$ cat config.mk
export PLATFORM = sky130hd
export DESIGN_NAME = mc_payoff_collector
export DESIGN_NICKNAME = d
export VERILOG_FILES = /design/src/rtl/mc_pkg.sv /design/src/rtl/mc_seq_divider.sv /design/src/rtl/mc_payoff_collector.sv
export SDC_FILE = /design/constraint.sdc
export NUM_CORES = 1
export LEC_CHECK = 0
export ABC_AREA = 1
export CORE_MARGIN = 4
export CORE_UTILIZATION = 50
export CTS_BUF_LIST = sky130_fd_sc_hd__clkbuf_4
export DETAILED_ROUTE_END_ITERATION = 10
export HOLD_SLACK_MARGIN = 0.06
export PLACE_DENSITY = 0.69
export SLEW_MARGIN = 20
export SYNTH_ARGS = -nofsm -noshare
export SYNTH_HDL_FRONTEND = slang
export SYNTH_SLANG_ARGS = --single-unit
$ cat constraint.sdc
create_clock -name clk -period 2.6 [get_ports clk]
set_input_delay 0.52 -clock clk [delete_from_list [all_inputs] [get_ports clk]]
set_output_delay 0.52 -clock clk [all_outputs]
set_load 0.02 [all_outputs]
$ cat src/rtl/mc_pkg.sv
// Shared Monte Carlo definitions: Q16.16 format, path limit and collector FSM states.
package mc_pkg;

    localparam int FRAC_BITS = 16;
    localparam int DATA_W    = 32;
    localparam int CNT_W     = 17;
    localparam int NUM_PATHS = 100000;

    typedef enum logic [2:0] {
        ST_IDLE,
        ST_ACCUM,
        ST_DRAIN,
        ST_DIVIDE,
        ST_HOLD
    } mc_state_t;

endpackage

$ cat src/rtl/mc_seq_divider.sv
// Restoring unsigned divider: one quotient bit per cycle, DVD_W cycles after start.
module mc_seq_divider #(
    parameter int DVD_W = 49,
    parameter int DVS_W = 17,
    parameter int QUO_W = DVD_W
) (
    input  logic             clk,
    input  logic             rst,
    input  logic             i_start,
    input  logic [DVD_W-1:0] i_dividend,
    input  logic [DVS_W-1:0] i_divisor,
    output logic             o_busy,
    output logic             o_done,
    output logic [QUO_W-1:0] o_quotient
);

    localparam int CNT_BITS = $clog2(DVD_W + 1);

    logic [DVS_W-1:0]    r_rem;
    logic [DVS_W-1:0]    r_den;
    logic [DVD_W-1:0]    r_quo;
    logic [CNT_BITS-1:0] r_cnt;
    logic                r_busy;

    logic [DVS_W:0]   w_trial;
    logic             w_fit;
    logic [DVS_W-1:0] w_sub;
    logic             w_load;

    // Dividend shifts out of r_quo's MSB while quotient bits shift in at its LSB.
    assign w_trial = {r_rem, r_quo[DVD_W-1]};
    assign w_fit   = (w_trial >= {1'b0, r_den});
    assign w_sub   = w_trial[DVS_W-1:0] - r_den;
    assign w_load  = i_start && !r_busy;

    always_ff @(posedge clk) begin
        if (rst) begin
            r_busy <= 1'b0;
            r_cnt  <= '0;
        end else if (w_load) begin
            r_busy <= 1'b1;
            r_cnt  <= CNT_BITS'(DVD_W);
        end else if (r_busy) begin
            if (r_cnt == '0) begin
                r_busy <= 1'b0;
            end else begin
                r_cnt <= r_cnt - 1'b1;
            end
        end
    end

    always_ff @(posedge clk) begin
        if (w_load) begin
            r_rem <= '0;
            r_quo <= i_dividend;
            r_den <= i_divisor;
        end else if (r_busy && (r_cnt != '0)) begin
            r_rem <= w_fit ? w_sub : w_trial[DVS_W-1:0];
            r_quo <= {r_quo[DVD_W-2:0], w_fit};
        end
    end

    assign o_busy     = r_busy;
    assign o_done     = r_busy && (r_cnt == '0);
    assign o_quotient = r_quo[QUO_W-1:0];

endmodule

$ cat src/rtl/mc_payoff_collector.sv
// Accumulates European call payoffs of a Monte Carlo run and presents their mean
// over a valid/ready handshake once the engine signals done.
module mc_payoff_collector
    import mc_pkg::*;
#(
    parameter int DATA_W    = mc_pkg::DATA_W,
    parameter int CNT_W     = mc_pkg::CNT_W,
    parameter int NUM_PATHS = mc_pkg::NUM_PATHS
) (
    input  logic              clk,
    input  logic              rst,
    input  logic              start,
    input  logic [DATA_W-1:0] strike,
    input  logic              path_valid,
    input  logic [DATA_W-1:0] path_price,
    input  logic              engine_done,
    output logic              busy,
    output logic [CNT_W-1:0]  path_count,
    output logic              result_valid,
    input  logic              result_ready,
    output logic [DATA_W-1:0] result_price,
    output logic              err_no_paths,
    output logic              err_excess
);

    localparam int               ACC_W   = DATA_W + CNT_W;
    localparam logic [CNT_W-1:0] MAX_CNT = CNT_W'(NUM_PATHS);

    function automatic logic [DATA_W-1:0] call_payoff(input logic [DATA_W-1:0] s,
                                                      input logic [DATA_W-1:0] k);
        return (s > k) ? (s - k) : '0;
    endfunction

    mc_state_t r_state, w_next;

    logic [DATA_W-1:0] r_strike;
    logic [DATA_W-1:0] r_pay_p1;
    logic              r_vld_p1;
    logic [ACC_W-1:0]  r_acc;
    logic [CNT_W-1:0]  r_path_count;
    logic [DATA_W-1:0] r_result;
    logic              r_err_no_paths;
    logic              r_err_excess;

    logic              w_room;
    logic              w_accept;
    logic              w_excess;
    logic [ACC_W-1:0]  w_acc_sum;
    logic              w_div_start;
    logic              w_div_busy;
    logic              w_div_done;
    logic [DATA_W-1:0] w_quotient;

    assign w_room    = (r_path_count < MAX_CNT);
    assign w_accept  = (r_state == ST_ACCUM) && path_valid && w_room;
    assign w_excess  = (r_state == ST_ACCUM) && path_valid && !w_room;
    // Sum including any payoff still in stage 1, so DRAIN can hand it straight to the divider.
    assign w_acc_sum = r_acc + (r_vld_p1 ? {{CNT_W{1'b0}}, r_pay_p1} : '0);
    assign w_div_start = (r_state == ST_DRAIN) && (r_path_count != '0) && !w_div_busy;

    mc_seq_divider #(
        .DVD_W(ACC_W),
        .DVS_W(CNT_W),
        .QUO_W(DATA_W)
    ) u_div (
        .clk       (clk),
        .rst       (rst),
        .i_start   (w_div_start),
        .i_dividend(w_acc_sum),
        .i_divisor (r_path_count),
        .o_busy    (w_div_busy),
        .o_done    (w_div_done),
        .o_quotient(w_quotient)
    );

    always_ff @(posedge clk) begin
        if (rst) begin
            r_state <= ST_IDLE;
        end else begin
            r_state <= w_next;
        end
    end

    always_comb begin
        w_next = r_state;
        case (r_state)
            ST_IDLE:   if (start)        w_next = ST_ACCUM;
            ST_ACCUM:  if (engine_done)  w_next = ST_DRAIN;
            ST_DRAIN:  w_next = (r_path_count == '0) ? ST_HOLD : ST_DIVIDE;
            ST_DIVIDE: if (w_div_done)   w_next = ST_HOLD;
            ST_HOLD:   if (result_ready) w_next = ST_IDLE;
            default:   w_next = ST_IDLE;
        endcase
    end

    // Stage 1: payoff of the accepted path
    always_ff @(posedge clk) begin
        r_pay_p1 <= call_payoff(path_price, r_strike);
        if ((r_state == ST_IDLE) && start) begin
            r_strike <= strike;
        end
    end

    // Stage 2: accumulation, counters, result and error flags
    always_ff @(posedge clk) begin
        if (rst) begin
            r_vld_p1       <= 1'b0;
            r_acc          <= '0;
            r_path_count   <= '0;
            r_result       <= '0;
            r_err_no_paths <= 1'b0;
            r_err_excess   <= 1'b0;
        end else begin
            r_vld_p1 <= w_accept;
            if ((r_state == ST_IDLE) && start) begin
                r_acc          <= '0;
                r_path_count   <= '0;
                r_err_no_paths <= 1'b0;
                r_err_excess   <= 1'b0;
            end else begin
                if (r_vld_p1)  r_acc        <= w_acc_sum;
                if (w_accept)  r_path_count <= r_path_count + 1'b1;
                if (w_excess)  r_err_excess <= 1'b1;
                if ((r_state == ST_DRAIN) && (r_path_count == '0)) begin
                    r_result       <= '0;
                    r_err_no_paths <= 1'b1;
                end
                if ((r_state == ST_DIVIDE) && w_div_done) begin
                    r_result <= w_quotient;
                end
            end
        end
    end

    assign busy         = (r_state != ST_IDLE);
    assign result_valid = (r_state == ST_HOLD);
    assign path_count   = r_path_count;
    assign result_price = r_result;
    assign err_no_paths = r_err_no_paths;
    assign err_excess   = r_err_excess;

endmodule

==> PnR_summary.wiki <==
{| class="wikitable"
! Metric !! Value
|-
| Worst-case hold slack || 0.3061 ns
|-
| Max Fclk || 399.8 MHz
|-
| EDFF count, synth || 98
|-
| Clock-pin slew on the worst setup and hold paths || 0.07 ns
|-
| CTS Sinks || 258
|-
| Setup violators final || 0
|-
| Worst-case clock buffer depth || 3
|-
| Top cells by instance count after synthesis || nand2_1 (836), inv_1 (420), nor2_1 (245)
|-
| Routability congestion estimate from global placement || 1.011
|-
| Register Area || 6150 µm²
|-
| LEAKAGE || 10.41 nW
|-
| Cell with the largest stage delay on the worst path || ha_2
|-
| Initial antenna violation count || 3
|-
| H-tree level count || 3
|-
| GR Layer Usage met3 || 0.05914
|-
| Post-DP Area || 19450 µm²
|-
| Worst-margin pin slew || 0.6114 ns
|-
| Number of hold violations in the final report || 0
|-
| Effective utilization at floorplan || 0.5098
|-
| Library cell used as clock root buffer || clkbuf_4
|-
| CP top delay family || simple AND/OR/NAND/NOR gates
|-
| Req. time, crit path || 3.11 ns
|-
| Crit-path max FO || 12
|-
| Global-route usage over all layers || 0.2744
|-
| Vias in the first global route || 16087
|-
| Setup repair after global routing missed its margin || yes
|-
| Number of distinct library cell variants in the gate-level netlist after synthesis || 46
|-
| Tcrit/Tclk final || 0.9620
|-
| CP most frequent cell || nand2_1
|-
| Maximum resistive drop on vdd || 0.0003899 V
|-
| Power density over the cells || 573.3 nW/µm²
|-
| Post-DR vias/cell || 5.140
|-
| Syn_nets || 2662
|-
| Cts bufs inserted || 71
|-
| Post-DP HPWL || 39650 µm
|-
| I/O pins || 123
|-
| Global-route wire length before repair || 80010 µm
|-
| Sequential cell area fraction in the yosys report || 0.3687
|-
| I/O Buffers || 122
|-
| TritonRoute pass-1 iters || 6
|-
| WL per Instance || 15.39 µm
|-
| Layout net count || 2966
|-
| Pins over their slew limit || 0
|-
| Worst rel slew slack || 0.5886
|-
| Floorplan die area || 36320 µm²
|-
| Clk_lat worst skew || 0.77 ns
|-
| Residual antenna-violating net count after detailed routing || 0
|-
| Summed area of non-filler cells in the final layout || 21110 µm²
|-
| Max-cap violation count || 0
|-
| Die width || 190.6 µm
|-
| Global-route congestion overflow total || 0
|-
| Pin count of the biggest net entering global routing || 39
|-
| Register-to-register path setup slack || 0.1 ns
|-
| Mapped Cells || 2504
|-
| Hold Path Class || input port to flip-flop
|-
| Util after Layout || 0.6454
|-
| Post-synthesis area per instance || 6.657 µm²
|-
| Total buffers and inverters traversed by the critical path || 4
|-
| Violation count after the first detailed-routing iteration || 1413
|-
| Top flip-flop cell by instance count after synthesis || dfxtp_1
|-
| Area Growth Syn to Fin || 26.62%
|-
| Residual DRC count || 0
|-
| Min Tclk post-route || 2.501 ns
|-
| Number of storage elements in the synthesis netlist || 258
|-
| Placement row count || 66
|-
| Worst endpoint data arrival time || 3.01 ns
|-
| Synth top area share || 0.1921
|-
| Hold buffer count at cts || 0
|-
| Crit path kind || flip-flop to flip-flop
|-
| Wire length after detailed routing || 50940 µm
|-
| Dominant cell type by area after synthesis || dfxtp_1
|-
| TritonCTS clock tree || yes
|-
| CP startpoint kind || flip-flop
|-
| Number of vias after detailed routing || 17015
|-
| Leading cell type by number of instances after synthesis || nand2_1
|-
| Synth Warn # || 0
|-
| Combined area of the multi-input logic cells || 9323 µm²
|-
| Share of post-route cells with drive strength above 1 || 0.1555
|-
| Async set-or-reset flop fraction in the synthesized netlist || 0
|-
| GR met2 Demand/Resource || 0.4328
|-
| Placeable Area || 32700 µm²
|-
| Area of the mapped netlist || 16670 µm²
|-
| Sort of element at the end of the critical path || flip-flop
|-
| CP max stage delay || 0.39 ns
|-
| Met1 GRT Util || 0.3775
|-
| Worst-path cell chain || buf_12, nand2_1, inv_1, ha_2, nand2_2, nor2_2, inv_1, nor2_2, nand2_1, nand2_1, buf_4, nand2_1, nand4_1, nand2_1, nand2_1, nand2_1
|-
| Layout fillers || 3080
|-
| Largest cells by area after synthesis || dfxtp_1 (19%), nand2_1 (19%), edfxtp_1 (18%)
|-
| Max Clock Skew || 0.05141 ns
|-
| Die Y || 190.6 µm
|-
| Status || complete, no violations
|-
| Busiest layer in global routing || met2
|}
stage by stage:
step | power (mW) | setup TNS (ns) | setup WS (ns) | cells
after floorplan | 6.903 | 0 | 0.06855 | 2504
after global placement | 8.304 | -2.296 | -0.09906 | 3172
after detailed placement | 8.343 | -3.823 | -0.1733 | 3172
after CTS | 12.06 | 0 | 0.01121 | 3298
after global routing | 12.85 | -0.1222 | -0.03382 | 3307
final | 12.10 | 0 | 0.09889 | 3310
path summary, 6_finish.rpt:
| path | start | endpoint | cells past startpoint |
|---|---|---|---|
| hold reg to reg | err_no_paths$_SDFFE_PP0P_ | err_no_paths$_SDFFE_PP0P_ | 2 |
| setup reg to reg | r_vld_p1$_SDFF_PP0_ | u_div.r_quo[43]$_DFFE_PP_ | 16 |
| setup / recovery | r_vld_p1$_SDFF_PP0_ | u_div.r_quo[43]$_DFFE_PP_ | 16 |
| hold / removal | strike[1] | r_strike[1]$_DFFE_PP_ | 1 |
repair_timing:
item                                    CTS  global route
cloned                                    0             1
gates resized for setup                   3           152
endpoints found under the hold margin     0             0
pin swaps                                 0             6
buffers inserted                          0             4
endpoints found under the setup margin    3            49
power breakdown:
| part | internal, mW | switching [mW] |
|---|---|---|
| combinational | 1.41 | 2.09 |
| clock | 1.85 | 1.82 |
| sequential | 4.68 | 0.245 |
| total | 7.94 | 4.16 |
routing by layer:
layer	wire length [µm]	share of wire	vias to the layer above
li1	-	-	8547
met1	22680	0.45	7762
met2	22360	0.44	578
met3	4211	0.083	126
met4	1670	0.033	2
met5	13	0.00026	-
kinds of logic after synthesis:
group,synth area share
and+or+nand+nor,0.3423
buffers and inverters,0.1128
DFF,0.3687
AOI/OAI and AO/OA,0.08196
adders and majority gates,0.06740
xor gates and xnor gates,0.02680
cell usage in the layout, fill, tap and decap left out, drive strengths merged, types with 5 or more instances in the layout:
master         instances
nand4                 31
clkinv                27
nor4                   6
o21ai                 60
o21bai                 8
inv                  433
ha                    85
clkdlybuf4s50        120
nor3                  30
diode                  7
dfxtp                160
xnor2                  9
edfxtp                98
nand3                183
nor2                 248
nand3b                22
clkbuf                98
o211ai                 5
buf                  159
xor2                  42
a21oi                154
nand2                845
o21a                  12
registers in the layout, indices dropped and copies added, names as in the netlist, 17 cells and up:
register	flops
u_div.r_den	17
r_pay_p1	32
result_price	32
u_div.r_rem	17
path_count	17
u_div.r_quo	49
r_acc	49
r_strike	32
final cells by class:
type                            count  area share
Antenna cell                        7   0.0008299
Clock buffer                       97     0.03450
Clock inverter                     29    0.007647
Inverter                          432     0.07718
Multi-Input combinational cell   1763      0.4417
Sequential cell                   258      0.2914
Tap cell                          442     0.02620
Timing Repair Buffer              282      0.1206
Power figures use the tool's default switching activity.
